==> config.mk <==
export PLATFORM = sky130hd
export DESIGN_NAME = softmax_sum_flat
export DESIGN_NICKNAME = d
export VERILOG_FILES = /design/src/rtl/aura_pkg.sv /design/src/rtl/softmax_sum_if.sv /design/src/rtl/exp2_approx.sv /design/src/rtl/softmax_sum.sv /design/src/flat_wrapper.sv
export SDC_FILE = /design/constraint.sdc
export NUM_CORES = 1
export LEC_CHECK = 0
export ABC_AREA = 0
export BUFFER_PORTS_ARGS = -buffer_cell sky130_fd_sc_hd__buf_2
export CAP_MARGIN = 30
export CORE_ASPECT_RATIO = 1.75
export CORE_MARGIN = 2
export CORE_UTILIZATION = 47
export CTS_CLUSTER_DIAMETER = 50
export DETAILED_ROUTE_END_ITERATION = 10
export GPL_ROUTABILITY_DRIVEN = 1
export PLACE_DENSITY = 0.71
export SYNTH_ARGS = -nofsm -noshare
export SYNTH_HDL_FRONTEND = slang
export SYNTH_SLANG_ARGS = --single-unit
export TNS_END_PERCENT = 10
==> constraint.sdc <==
create_clock -name clk -period 12.1 [get_ports clk]
set_clock_uncertainty 0.15 [all_clocks]
set_input_delay 1.21 -clock clk [delete_from_list [all_inputs] [get_ports clk]]
set_output_delay 1.21 -clock clk [all_outputs]
set_load 0.1 [all_outputs]
==> src/rtl/aura_pkg.sv <==
// rtl/aura_pkg.sv - shared widths, defaults and types for the online-softmax datapath
package aura_pkg;
  localparam int DATA_W  = 16;
  localparam int FRAC_W  = 8;
  localparam int SUM_W   = 32;
  localparam int ROW_LEN = 64;
  localparam int ONE_FX  = 1 << FRAC_W;

  typedef logic signed [DATA_W-1:0] INT_T;
  typedef logic [FRAC_W:0]          EXP_T;
  typedef logic [SUM_W-1:0]         SUM_T;
endpackage

==> src/rtl/softmax_sum_if.sv <==
// rtl/softmax_sum_if.sv - score-in / exp-and-sum-out handshake bundle for softmax_sum
interface softmax_sum_if #(
  parameter int DATA_W = aura_pkg::DATA_W,
  parameter int FRAC_W = aura_pkg::FRAC_W,
  parameter int SUM_W  = aura_pkg::SUM_W
) ();
  logic                     vld_in;
  logic                     rdy_out;
  logic signed [DATA_W-1:0] s_i;
  logic signed [DATA_W-1:0] m_i;
  logic signed [DATA_W-1:0] m_i_prev;
  logic                     last_in;
  logic                     vld_out;
  logic                     rdy_in;
  logic [FRAC_W:0]          p_i;
  logic [FRAC_W:0]          alpha;
  logic [SUM_W-1:0]         l_i;
  logic                     last_out;
  logic                     err;

  modport master (
    output vld_in, s_i, m_i, m_i_prev, last_in, rdy_in,
    input  rdy_out, vld_out, p_i, alpha, l_i, last_out, err
  );

  modport slave (
    input  vld_in, s_i, m_i, m_i_prev, last_in, rdy_in,
    output rdy_out, vld_out, p_i, alpha, l_i, last_out, err
  );
endinterface

==> src/rtl/exp2_approx.sv <==
// rtl/exp2_approx.sv - piecewise-linear 2^d for non-positive fixed-point d, unsigned Q1.FRAC_W result
module exp2_approx #(
  parameter int DIFF_W = aura_pkg::DATA_W + 1,
  parameter int FRAC_W = aura_pkg::FRAC_W
) (
  input  logic signed [DIFF_W-1:0] diff,
  output logic [FRAC_W:0]          result
);
  logic signed [DIFF_W-1:0] d_clamp;
  logic signed [DIFF_W-1:0] ip;
  logic [DIFF_W-1:0]        neg_ip;
  logic [FRAC_W:0]          mant;

  always_comb begin
    d_clamp = diff;
    // positive diffs only come from malformed upstream maxima; treat them as 2^0
    if (!diff[DIFF_W-1] && (diff != '0)) begin
      d_clamp = '0;
    end
    ip     = d_clamp >>> FRAC_W;
    neg_ip = $unsigned(-ip);
    mant   = {1'b1, d_clamp[FRAC_W-1:0]};
    if (neg_ip > DIFF_W'(FRAC_W)) begin
      result = '0;
    end else begin
      result = mant >> neg_ip;
    end
  end
endmodule

==> src/rtl/softmax_sum.sv <==
// rtl/softmax_sum.sv - two-stage exp2 and running-denominator stage of the online softmax
module softmax_sum #(
  parameter int DATA_W  = aura_pkg::DATA_W,
  parameter int FRAC_W  = aura_pkg::FRAC_W,
  parameter int SUM_W   = aura_pkg::SUM_W,
  parameter int ROW_LEN = aura_pkg::ROW_LEN
) (
  input  logic         clk,
  input  logic         rst,
  softmax_sum_if.slave bus
);
  localparam int DIFF_W = DATA_W + 1;
  localparam int CNT_W  = $clog2(ROW_LEN + 1);
  localparam logic [FRAC_W:0]      ONE     = {1'b1, {FRAC_W{1'b0}}};
  localparam logic [2*SUM_W-1:0]   SUM_MAX = {{SUM_W{1'b0}}, {SUM_W{1'b1}}};

  logic                     s1_vld, s1_last, s1_first;
  logic signed [DIFF_W-1:0] s1_dp, s1_da;
  logic                     s2_vld, last_q;
  logic [FRAC_W:0]          p_q, a_q;
  logic [SUM_W-1:0]         l_q;
  logic                     first_q, err_q;
  logic [CNT_W-1:0]         cnt_q;

  logic                     s1_adv, s2_adv, in_fire;
  logic [FRAC_W:0]          p_exp, a_exp;
  logic [2*SUM_W-1:0]       prod, sum_wide;
  logic [SUM_W-1:0]         l_next;

  assign s2_adv      = !s2_vld || bus.rdy_in;
  assign s1_adv      = !s1_vld || s2_adv;
  assign bus.rdy_out = !s1_vld || s1_adv;
  assign in_fire     = bus.vld_in && bus.rdy_out;

  exp2_approx #(.DIFF_W(DIFF_W), .FRAC_W(FRAC_W)) u_exp_p (.diff(s1_dp), .result(p_exp));
  exp2_approx #(.DIFF_W(DIFF_W), .FRAC_W(FRAC_W)) u_exp_a (.diff(s1_da), .result(a_exp));

  always_comb begin
    prod     = (2*SUM_W)'(l_q) * (2*SUM_W)'(a_exp);
    sum_wide = (prod >> FRAC_W) + (2*SUM_W)'(p_exp);
    if (s1_first) begin
      l_next = SUM_W'(p_exp);
    end else if (sum_wide > SUM_MAX) begin
      l_next = SUM_MAX[SUM_W-1:0];
    end else begin
      l_next = sum_wide[SUM_W-1:0];
    end
  end

  always_ff @(posedge clk) begin
    if (!rst) begin
      s1_vld   <= 1'b0;
      s1_last  <= 1'b0;
      s1_first <= 1'b1;
      s1_dp    <= '0;
      s1_da    <= '0;
      s2_vld   <= 1'b0;
      last_q   <= 1'b0;
      p_q      <= '0;
      a_q      <= '0;
      l_q      <= '0;
      first_q  <= 1'b1;
      err_q    <= 1'b0;
      cnt_q    <= '0;
    end else begin
      if (s1_adv) begin
        s1_vld <= in_fire;
        if (in_fire) begin
          s1_dp    <= {bus.s_i[DATA_W-1], bus.s_i} - {bus.m_i[DATA_W-1], bus.m_i};
          s1_da    <= {bus.m_i_prev[DATA_W-1], bus.m_i_prev} - {bus.m_i[DATA_W-1], bus.m_i};
          s1_last  <= bus.last_in;
          s1_first <= first_q;
        end
      end
      // row bookkeeping follows accepted inputs, independent of where the beat sits in the pipe
      if (in_fire) begin
        first_q <= bus.last_in;
        if (bus.last_in) begin
          cnt_q <= '0;
        end else if (cnt_q == CNT_W'(ROW_LEN)) begin
          err_q <= 1'b1;
        end else begin
          cnt_q <= cnt_q + CNT_W'(1);
        end
      end
      if (s2_adv) begin
        s2_vld <= s1_vld;
        if (s1_vld) begin
          p_q    <= p_exp;
          a_q    <= s1_first ? ONE : a_exp;
          l_q    <= l_next;
          last_q <= s1_last;
        end
      end
    end
  end

  assign bus.vld_out  = s2_vld;
  assign bus.p_i      = p_q;
  assign bus.alpha    = a_q;
  assign bus.l_i      = l_q;
  assign bus.last_out = last_q;
  assign bus.err      = err_q;
endmodule

==> src/flat_wrapper.sv <==
// flat-port wrapper written by rule: the top's interface ports become plain ports
module softmax_sum_flat 
#(
  parameter int DATA_W  = aura_pkg::DATA_W,
  parameter int FRAC_W  = aura_pkg::FRAC_W,
  parameter int SUM_W   = aura_pkg::SUM_W,
  parameter int ROW_LEN = aura_pkg::ROW_LEN
)
  (clk, rst, bus_vld_in, bus_s_i, bus_m_i, bus_m_i_prev, bus_last_in, bus_rdy_in, bus_rdy_out, bus_vld_out, bus_p_i, bus_alpha, bus_l_i, bus_last_out, bus_err);
  softmax_sum_if #(.DATA_W(DATA_W), .FRAC_W(FRAC_W), .SUM_W(SUM_W)) bus_i ();
  input  logic clk;
  input  logic rst;
  input wire logic [$bits(bus_i.vld_in)-1:0] bus_vld_in;
  input wire logic [$bits(bus_i.s_i)-1:0] bus_s_i;
  input wire logic [$bits(bus_i.m_i)-1:0] bus_m_i;
  input wire logic [$bits(bus_i.m_i_prev)-1:0] bus_m_i_prev;
  input wire logic [$bits(bus_i.last_in)-1:0] bus_last_in;
  input wire logic [$bits(bus_i.rdy_in)-1:0] bus_rdy_in;
  output wire logic [$bits(bus_i.rdy_out)-1:0] bus_rdy_out;
  output wire logic [$bits(bus_i.vld_out)-1:0] bus_vld_out;
  output wire logic [$bits(bus_i.p_i)-1:0] bus_p_i;
  output wire logic [$bits(bus_i.alpha)-1:0] bus_alpha;
  output wire logic [$bits(bus_i.l_i)-1:0] bus_l_i;
  output wire logic [$bits(bus_i.last_out)-1:0] bus_last_out;
  output wire logic [$bits(bus_i.err)-1:0] bus_err;
  assign bus_i.vld_in = bus_vld_in;
  assign bus_i.s_i = bus_s_i;
  assign bus_i.m_i = bus_m_i;
  assign bus_i.m_i_prev = bus_m_i_prev;
  assign bus_i.last_in = bus_last_in;
  assign bus_i.rdy_in = bus_rdy_in;
  assign bus_rdy_out = bus_i.rdy_out;
  assign bus_vld_out = bus_i.vld_out;
  assign bus_p_i = bus_i.p_i;
  assign bus_alpha = bus_i.alpha;
  assign bus_l_i = bus_i.l_i;
  assign bus_last_out = bus_i.last_out;
  assign bus_err = bus_i.err;
  softmax_sum #(.DATA_W(DATA_W), .FRAC_W(FRAC_W), .SUM_W(SUM_W), .ROW_LEN(ROW_LEN)) u_core (.clk(clk), .rst(rst), .bus(bus_i));
endmodule
==> impl_metrics.toml, run 1 <==
[route]
vias = 14500
wirelength_mm = 48.6
first_pass_iters = 5
ant_nets = 0
wl_per_cell_um = 19.1
drt_iter0_markers = 640
drcViolationCount = 0
vias_per_cell = 5.68

[finish]
layout.nets = 2459
layout_commonest_cell = "inv_1"
n_antenna_cell = 0
nFillCells = 3376
final_cell_mix = "inv_1, nand2_1, fa_1"
area.growth.synth_to_final_pct = 7.23
final_cell_area_mm2 = 0.0176
layout-drive-gt1-share_pct = 9.51

[clock_network]
cts_buffers = 9
cts_tree = "built"
clk_pin_slew_ps = 80
cts-root-buf = "clkbuf_16"
clock_path_buffers = 2
cts.sinks = 98
clkLatencyLatePin_ps = 370
h-tree-depth = 3
ctsHoldBuffers = 0
cts_setup_buffers = 0

[yosys]
ys_ff_latch = 98
synth_xor_area_share_pct = 3.09
synth_compound_area_share_pct = 16.7
synth.cell_area_mm2 = 0.0164
synthArstFlopShare_pct = 0
ys_seq_area_share_pct = 11.9
synth_top_family_by_area = "adder cells"
synthMuxAreaShare_pct = 1.67
synth_cell_types = 84
ys_dominant_reg_cell = "dfxtp_1"
yosys_warnings = 0
yosys.area_share.simple_pct = 23.3
netlist_instances = 2064
synth_fa_ha_area_share_pct = 33.9
synth_edf_count = 0
postSynthAreaPerCell_um2 = 7.97
syn_nets = 2435

[hold_path]
min_path_cells = 1
hold_path_end = "u_core.first_q"
hold_start = "u_core.first_q"
hold_class = "reg -> reg"

[critical_path]
r2r_cells = 42
slowest_delay_ps = 530
r2r_setup_slack_ps = 890
crit_slowest_cell = "fa_1"
required_ps = 12210
cpMostUsedCell = "fa_1"
worstPathArrival_ps = 11320
setup.worst_path.end_class = "flop"
crit_type = "reg -> reg"
cp_max_fo = 30
r2r_end = "u_core.bus.l_i[2]"
critPathLaunchType = "flop"
r2r-start = "u_core.s1_da[10]"

[grt]
grt_pass1_wl_mm = 79.6
grt_overflow = 0
grt_max_degree = 56
grt_usage_pct = 27.3
first_global_vias = 15300
antenna_found_initial = 0

[floorplan]
start_util_pct = 47.7
io_pins = 107
fp.dieW_um = 145
die_h_um = 251
placementRows = 90
core_mm2 = 0.0345
die-area_mm2 = 0.0366

[pwr]
p_int_uw = 578
pwr-share-clk_pct = 31.2
sequentialPowerShare_pct = 38.5
p_switching_uw = 361
ir_worst_vdd_mv = 0.0801
power.share.switching_pct = 38.4
combPwrFrac_pct = 30.3
p_leak_nw = 8.59
powerDensity_mw_per_mm2 = 53.3

[run]
max-cap-violations = 0

[place]
port-buffer-count = 106
place_area_mm2 = 0.0173
dpl.hpwl_mm = 39.8
gp_congestion = 0.963

[timing]
slew_violations = 0
setup_tns_ps = 0
slew_headroom_pct = 35.3
fmaxAchievable_ghz = 0.0892
worstMarginPinSlew_ps = 969
period_share_pct = 92.6
finalSetupViolCount = 0
rsz0062_at_grt = "no"
hold_viol = 0
min_period_ps = 11210

[status]
outcome = "complete, no violations"
[critical path: cells and delay by family, from the launching register on]
kind                     cells  cell delay [ps]
flip-flops                   1              300
AND/OR/NAND/NOR             15             3710
adder cells (fa/ha/maj)      7             3110
buffers and inverters        8             1390
AO/OA/AOI/OAI               11             2240
XOR/XNOR                     1              190
[state kept, by name (all words and copies together), names as in the netlist, 7 cells and up]
register and cells:
u_core.bus.p_i 9, u_core.bus.l_i 32, u_core.s1_da 17, u_core.s1_dp 17, u_core.cnt_q 7, u_core.bus.alpha 9
[per-layer routing]
layer | wire (um) | up-vias | global-route usage [%]
met5 | 0 | - | 0
met4 | 2890 | 0 | 14.8
met3 | 1890 | 131 | 3.40
met2 | 26500 | 341 | 53.2
met1 | 17300 | 7156 | 28.1
li1 | - | 6876 | -
[synthesized netlist by cell type (32+ instances only)]
| cell | count | area share (%) |
|---|---|---|
| dfxtp_1 | 98 | 12 |
| nor3_1 | 47 | 1.4 |
| clkbuf_1 | 83 | 1.9 |
| ha_1 | 105 | 8.0 |
| nand3_1 | 32 | 0.97 |
| o21ai_0 | 68 | 2.1 |
| xnor2_1 | 35 | 1.9 |
| fa_1 | 213 | 26 |
| a21oi_1 | 124 | 3.8 |
| inv_1 | 285 | 6.5 |
| nand2_1 | 231 | 5.3 |
| and2_1 | 180 | 6.8 |
| nor2_1 | 114 | 2.6 |
[through the flow]
step	worst slack (ps)	hold slack, ps	power, mW	std cells	utilization [%]
finish	890	314	0.940	2553	51.2
global route	46.2	337	0.986	2553	51.2
CTS	544	315	0.940	2552	51.1
detailed placement	583	295	0.648	2536	50.2
global placement	765	290	0.642	2535	50.2
floorplan	1190	276	0.556	2064	-
[logic make-up (layout without fill, tap and decap cells)]
kind of cell | count (synthesis) | count (layout)
simple gates | 746 | 746
compound gates | 416 | 416
buf+inv | 404 | 433
fa+ha+maj | 318 | 318
flops | 98 | 98
xor+xnor | 58 | 58
mux | 24 | 24
[worst max path at each step]
stage,start,end,slack (ps),depth (start not counted)
2_1_floorplan,u_core.s1_da[8],u_core.bus.l_i[14],1190,49
3_3_place_gp,u_core.s1_da[10],u_core.bus.l_i[2],760,43
3_5_place_dp,u_core.s1_da[10],u_core.bus.l_i[2],580,43
4_1_cts,u_core.s1_da[10],u_core.bus.l_i[2],540,42
5_1_grt,u_core.s1_da[10],u_core.bus.l_i[2],50,42
6_report,u_core.s1_da[10],u_core.bus.l_i[2],890,42
[repair_timing]
action                                  in CTS  in global routing
gates resized for setup                      0                  3
endpoints found under the setup margin       0                 28
hold endpoints to repair                     0                  0
[layout make-up]
class / count / area [um2] / share of cell area [%]
inverters: 286 / 1070 / 6.09
well taps: 460 / 576 / 3.26
clock buffers: 9 / 225 / 1.28
repair buffers: 131 / 718 / 4.07
clock inverters: 7 / 81.3 / 0.461
flip-flops and latches: 98 / 1960 / 11.1
multi-input cells: 1562 / 13000 / 73.7
[power by group through the flow]
stage | Combinational, mW | Sequential, mW | Clock [mW]
floorplan | 0.184 | 0.372 | 0
global placement | 0.275 | 0.368 | 0
detailed placement | 0.279 | 0.368 | 0
CTS | 0.281 | 0.361 | 0.298
global route | 0.316 | 0.363 | 0.307
finish | 0.285 | 0.361 | 0.294
Power figures use the tool's default switching activity.
==> inputs of run 2 (changes only) <==
--- a/config.mk
+++ b/config.mk
@@ -9,12 +9,12 @@
 export BUFFER_PORTS_ARGS = -buffer_cell sky130_fd_sc_hd__buf_2
 export CAP_MARGIN = 30
 export CORE_ASPECT_RATIO = 1.75
-export CORE_MARGIN = 2
 export CORE_UTILIZATION = 47
 export CTS_CLUSTER_DIAMETER = 50
 export DETAILED_ROUTE_END_ITERATION = 10
 export GPL_ROUTABILITY_DRIVEN = 1
 export PLACE_DENSITY = 0.71
+export SLEW_MARGIN = 20
 export SYNTH_ARGS = -nofsm -noshare
 export SYNTH_HDL_FRONTEND = slang
 export SYNTH_SLANG_ARGS = --single-unit
==> impl_metrics.toml, run 2 (synthesis results as in run 1) <==
[pwr]
powerDensity_mw_per_mm2 = 54.4
combPwrFrac_pct = 29.9
p_switching_uw = 364
pwr-share-clk_pct = 32.5
p_leak_nw = 8.61
sequentialPowerShare_pct = 37.7
power.share.switching_pct = 37.8
p_int_uw = 599
ir_worst_vdd_mv = 0.114

[critical_path]
r2r-start = "u_core.s1_da[8]"
critPathLaunchType = "flop"
crit_slowest_cell = "fa_1"
r2r_cells = 43
r2r_setup_slack_ps = 810
crit_type = "reg -> reg"
setup.worst_path.end_class = "flop"
cp_max_fo = 20
required_ps = 12220
worstPathArrival_ps = 11410
r2r_end = "u_core.bus.l_i[2]"
slowest_delay_ps = 540

[timing]
hold_ws_ps = 313
fmaxAchievable_ghz = 0.0885
rsz0062_at_grt = "no"
worstMarginPinSlew_ps = 890
worst_slack_ps = 806
hold_viol = 0
finalSetupViolCount = 0
period_share_pct = 93.3
slew_headroom_pct = 39.7
slew_violations = 0
min_period_ps = 11290
setup_tns_ps = 0

[run]
max-cap-violations = 0

[route]
drcViolationCount = 0
vias_per_cell = 5.73
first_pass_iters = 5
drt_iter0_markers = 698
wl_per_cell_um = 19.3
vias = 14600
ant_nets = 0
wirelength_mm = 49.3

[floorplan]
core_mm2 = 0.0345
die-area_mm2 = 0.0358
fp.dieW_um = 143
start_util_pct = 47.7
placementRows = 90
die_h_um = 249
io_pins = 107

[finish]
layout_commonest_cell = "inv_1"
final_cells = 2554
multi_input_area_mm2 = 0.0130
final_cell_area_mm2 = 0.0177
layout-drive-gt1-share_pct = 9.69
final_cell_mix = "inv_1, nand2_1, fa_1"
n_antenna_cell = 0
layout.nets = 2460
nFillCells = 3407
area.growth.synth_to_final_pct = 7.59
seq_area_mm2 = 0.00196
largest_reg_flops = 32

[clock_network]
cts_buffers = 9
clk_pin_slew_ps = 70
clkLatencyLatePin_ps = 380
clock_path_buffers = 2
cts_setup_buffers = 0
h-tree-depth = 3
cts_tree = "built"
cts.sinks = 98
cts-root-buf = "clkbuf_16"

[status]
outcome = "complete, no violations"

[grt]
antenna_found_initial = 0
grt_max_degree = 56
grt_overflow = 0
grt_pass1_wl_mm = 80.6
grt_usage_pct = 29.2
first_global_vias = 15400

[place]
post-place-cells = 2538
place_area_mm2 = 0.0173
pre_cts_slack_ps = 413
gp_congestion = 0.957
port-buffer-count = 106
dpl.hpwl_mm = 40.7

[hold_path]
hold_path_end = "u_core.first_q"
hold_class = "reg -> reg"
min_path_cells = 1
hold_start = "u_core.first_q"
-- run 2: cell count changes in the layout (fill, tap and decap cells not counted) --
cell / delta
buf_12: +1
bufinv_16: +1
clkinv_4: -2
clkinv_8: -1
clkinvlp_4: +1
inv_6: +1
nand3_1: -1
nand3_2: +1
nor3_1: -1
nor3_2: +1
nor4_2: -1
nor4_4: +1
xnor2_1: -1
xnor2_2: +1
-- run 2: worst max path at each step --
stage	slack [ps]	end	start
after global placement	680	u_core.bus.l_i[2]	u_core.s1_da[8]
after floorplan	1190	u_core.bus.l_i[14]	u_core.s1_da[8]
after global routing	100	u_core.bus.l_i[2]	u_core.s1_da[8]
after CTS	360	u_core.bus.l_i[2]	u_core.s1_da[8]
final	810	u_core.bus.l_i[2]	u_core.s1_da[8]
after detailed placement	410	u_core.bus.l_i[2]	u_core.s1_da[8]
-- run 2: timing repair --
item | CTS | global route
gates resized for setup | 0 | 6
hold buffers | 0 | 0
endpoints found under the setup margin | 0 | 31
-- run 2: area by class of cell --
cell class | count | share of cell area [%]
clock inverter | 7 | 0.530
tap | 460 | 3.25
clock buffer | 9 | 1.27
sequential | 98 | 11.1
inverter | 286 | 6.07
multi-input combinational | 1562 | 73.6
timing repair buffer | 132 | 4.17
-- run 2: power groups by stage --
stage | clock [mW] | sequential [mW] | combinational, mW
final | 0.312 | 0.363 | 0.288
after global placement | 0 | 0.369 | 0.277
after floorplan | 0 | 0.372 | 0.184
after CTS | 0.317 | 0.362 | 0.286
after global routing | 0.326 | 0.365 | 0.315
after detailed placement | 0 | 0.370 | 0.284
-- run 2: worst max-delay path, delay by kind of cell (launching register included) --
family / cells / cell delay (ps)
adders and majority gates: 9 / 3380
xor gates and xnor gates: 1 / 140
DFF: 1 / 520
AOI/OAI and AO/OA: 12 / 2930
and+or+nand+nor: 15 / 3400
buffers and inverters: 6 / 660
-- run 2: through the flow --
| step | utilization [%] | total power [mW] |
|---|---|---|
| 5_1_grt | 51.4 | 1.01 |
| 4_1_cts | 51.3 | 0.966 |
| 2_1_floorplan | - | 0.556 |
| 3_5_place_dp | 50.3 | 0.654 |
| 6_report | 51.4 | 0.963 |
| 3_3_place_gp | 50.3 | 0.646 |
-- run 2: per-layer routing --
metal,GRT usage [%],vias to the layer above,wire (um)
met1,30.6,7259,17400
met5,0,-,0
met4,16.3,0,2890
met3,2.78,116,1810
li1,-,6874,-
met2,55.4,387,27200
==> inputs of run 3 (changes only) <==
--- a/config.mk
+++ b/config.mk
@@ -6,14 +6,14 @@
 export NUM_CORES = 1
 export LEC_CHECK = 0
 export ABC_AREA = 0
-export BUFFER_PORTS_ARGS = -buffer_cell sky130_fd_sc_hd__buf_2
 export CAP_MARGIN = 30
 export CORE_ASPECT_RATIO = 1.75
 export CORE_UTILIZATION = 47
 export CTS_CLUSTER_DIAMETER = 50
 export DETAILED_ROUTE_END_ITERATION = 10
+export DONT_BUFFER_PORTS = 1
 export GPL_ROUTABILITY_DRIVEN = 1
-export PLACE_DENSITY = 0.71
+export PLACE_DENSITY = 0.69
 export SLEW_MARGIN = 20
 export SYNTH_ARGS = -nofsm -noshare
 export SYNTH_HDL_FRONTEND = slang
==> impl_metrics.toml, run 3 (synthesis results as in run 1) <==
[status]
outcome = "complete, no violations"

[hold_path]
hold_start = "u_core.s1_last"
hold_path_end = "u_core.bus.last_out"
min_path_cells = 2
hold_class = "reg -> reg"

[place]
dpl.hpwl_mm = 40.2
gp_congestion = 0.965
port-buffer-count = 0
post-place-cells = 2478
pre_cts_slack_ps = 309

[critical_path]
cp_max_fo = 29
required_ps = 12210
worstPathArrival_ps = 11390
critPathLaunchType = "flop"
slowest_delay_ps = 570
setup.worst_path.end_class = "flop"
r2r-start = "u_core.s1_da[10]"
r2r_end = "u_core.bus.l_i[2]"
crit_slowest_cell = "fa_1"
cpMostUsedCell = "fa_1"
r2r_setup_slack_ps = 830
crit_type = "reg -> reg"
r2r_cells = 41

[floorplan]
die-area_mm2 = 0.0358
fp.dieW_um = 143
die_h_um = 249
io_pins = 107
core_mm2 = 0.0345
start_util_pct = 47.7
placementRows = 90

[finish]
nFillCells = 3378
final_cell_mix = "inv_1, nand2_1, fa_1"
seq_area_mm2 = 0.00196
multi_input_area_mm2 = 0.0130
layout-drive-gt1-share_pct = 6.79
layout_commonest_cell = "inv_1"
final_cells = 2508
area.growth.synth_to_final_pct = 7.86
layout.nets = 2413
largest_reg_flops = 32

[grt]
first_global_vias = 15400
grtUsageMet3_pct = 4.36
top_usage_layer = "met2"
gr-usage-met1_pct = 29.2
antenna_found_initial = 2
grt_overflow = 0
grt_usage_pct = 29.0
grt_pass1_wl_mm = 79.9
grt_use_met2_pct = 55.5
grt_max_degree = 56

[timing]
worst_slack_ps = 825
hold_viol = 0
min_period_ps = 11270
period_share_pct = 93.2
setup_tns_ps = 0
finalSetupViolCount = 0
slew_violations = 0
slew_headroom_pct = 29.7
worstMarginPinSlew_ps = 1050
rsz0062_at_grt = "no"
fmaxAchievable_ghz = 0.0887

[pwr]
powerDensity_mw_per_mm2 = 53.1
p_leak_nw = 8.42
power.share.switching_pct = 37.4
pwr-share-clk_pct = 32.0
p_switching_uw = 352
p_int_uw = 589
combPwrFrac_pct = 29.5
sequentialPowerShare_pct = 38.5
design_power_total_uw = 941
ir_worst_vdd_mv = 0.0833

[route]
first_pass_iters = 6
drcViolationCount = 0
wl_per_cell_um = 19.8
vias_per_cell = 5.78
wirelength_mm = 49.6
drt_iter0_markers = 881
vias = 14500
ant_nets = 0

[clock_network]
h-tree-depth = 3
cts-root-buf = "clkbuf_16"
ctsHoldBuffers = 0
clkLatencyLatePin_ps = 380
clk_pin_slew_ps = 70
clock_path_buffers = 2
cts_tree = "built"
cts.sinks = 98
cts_buffers = 9

[run]
max-cap-violations = 0
## run 3: power by group through the flow
stage	clock (mW)	sequential, mW	combinational [mW]
finish	0.301	0.363	0.278
global route	0.316	0.365	0.304
CTS	0.304	0.363	0.271
detailed placement	0	0.371	0.270
global placement	0	0.370	0.264
floorplan	0	0.372	0.184
## run 3: worst max path at each step
stage / startpoint / end / slack, ps / cells after the start
6_report: u_core.s1_da[10] / u_core.bus.l_i[2] / 830 / 41
2_1_floorplan: u_core.s1_da[8] / u_core.bus.l_i[14] / 1190 / 49
5_1_grt: u_core.s1_da[10] / u_core.bus.l_i[2] / 30 / 41
4_1_cts: u_core.s1_da[10] / u_core.bus.l_i[2] / 300 / 42
3_5_place_dp: u_core.s1_da[10] / u_core.bus.l_i[2] / 310 / 42
3_3_place_gp: u_core.s1_da[10] / u_core.bus.l_i[2] / 600 / 42
## run 3: critical path: cells and delay by family (launching register included)
kind | cells | cell delay, ps
compound gates | 10 | 1980
xor+xnor | 1 | 180
fa+ha+maj | 7 | 3140
buf+inv | 7 | 1220
flops | 1 | 470
simple gates | 16 | 4020
## run 3: per-stage QoR
stage               util (%)  hold WS [ps]  instance area (um2)
floorplan                  -           276                16400
global placement        49.4           289                17000
detailed placement      50.1           299                17300
CTS                     51.0           310                17600
global route            51.5           333                17700
finish                  51.5           301                17700
## run 3: area by class of cell
type                            instances  area share (%)
Antenna cell                            1          0.0141
Timing Repair Buffer                   85            4.66
Sequential cell                        98            11.1
Inverter                              286            6.05
Clock buffer                            9            1.27
Clock inverter                          7           0.416
Multi-Input combinational cell       1562            73.3
Tap cell                              460            3.24
## run 3: layer usage
layer,up-vias,share of wire [%]
met3,135,4.9
met4,2,5.5
met1,7169,35
met5,-,0.026
met2,393,55
li1,6792,-
## run 3: what timing repair did
item / in CTS / in global routing
gates resized for setup: 0 / 3
endpoints found under the setup margin: 0 / 27
buffers inserted: 0 / 0
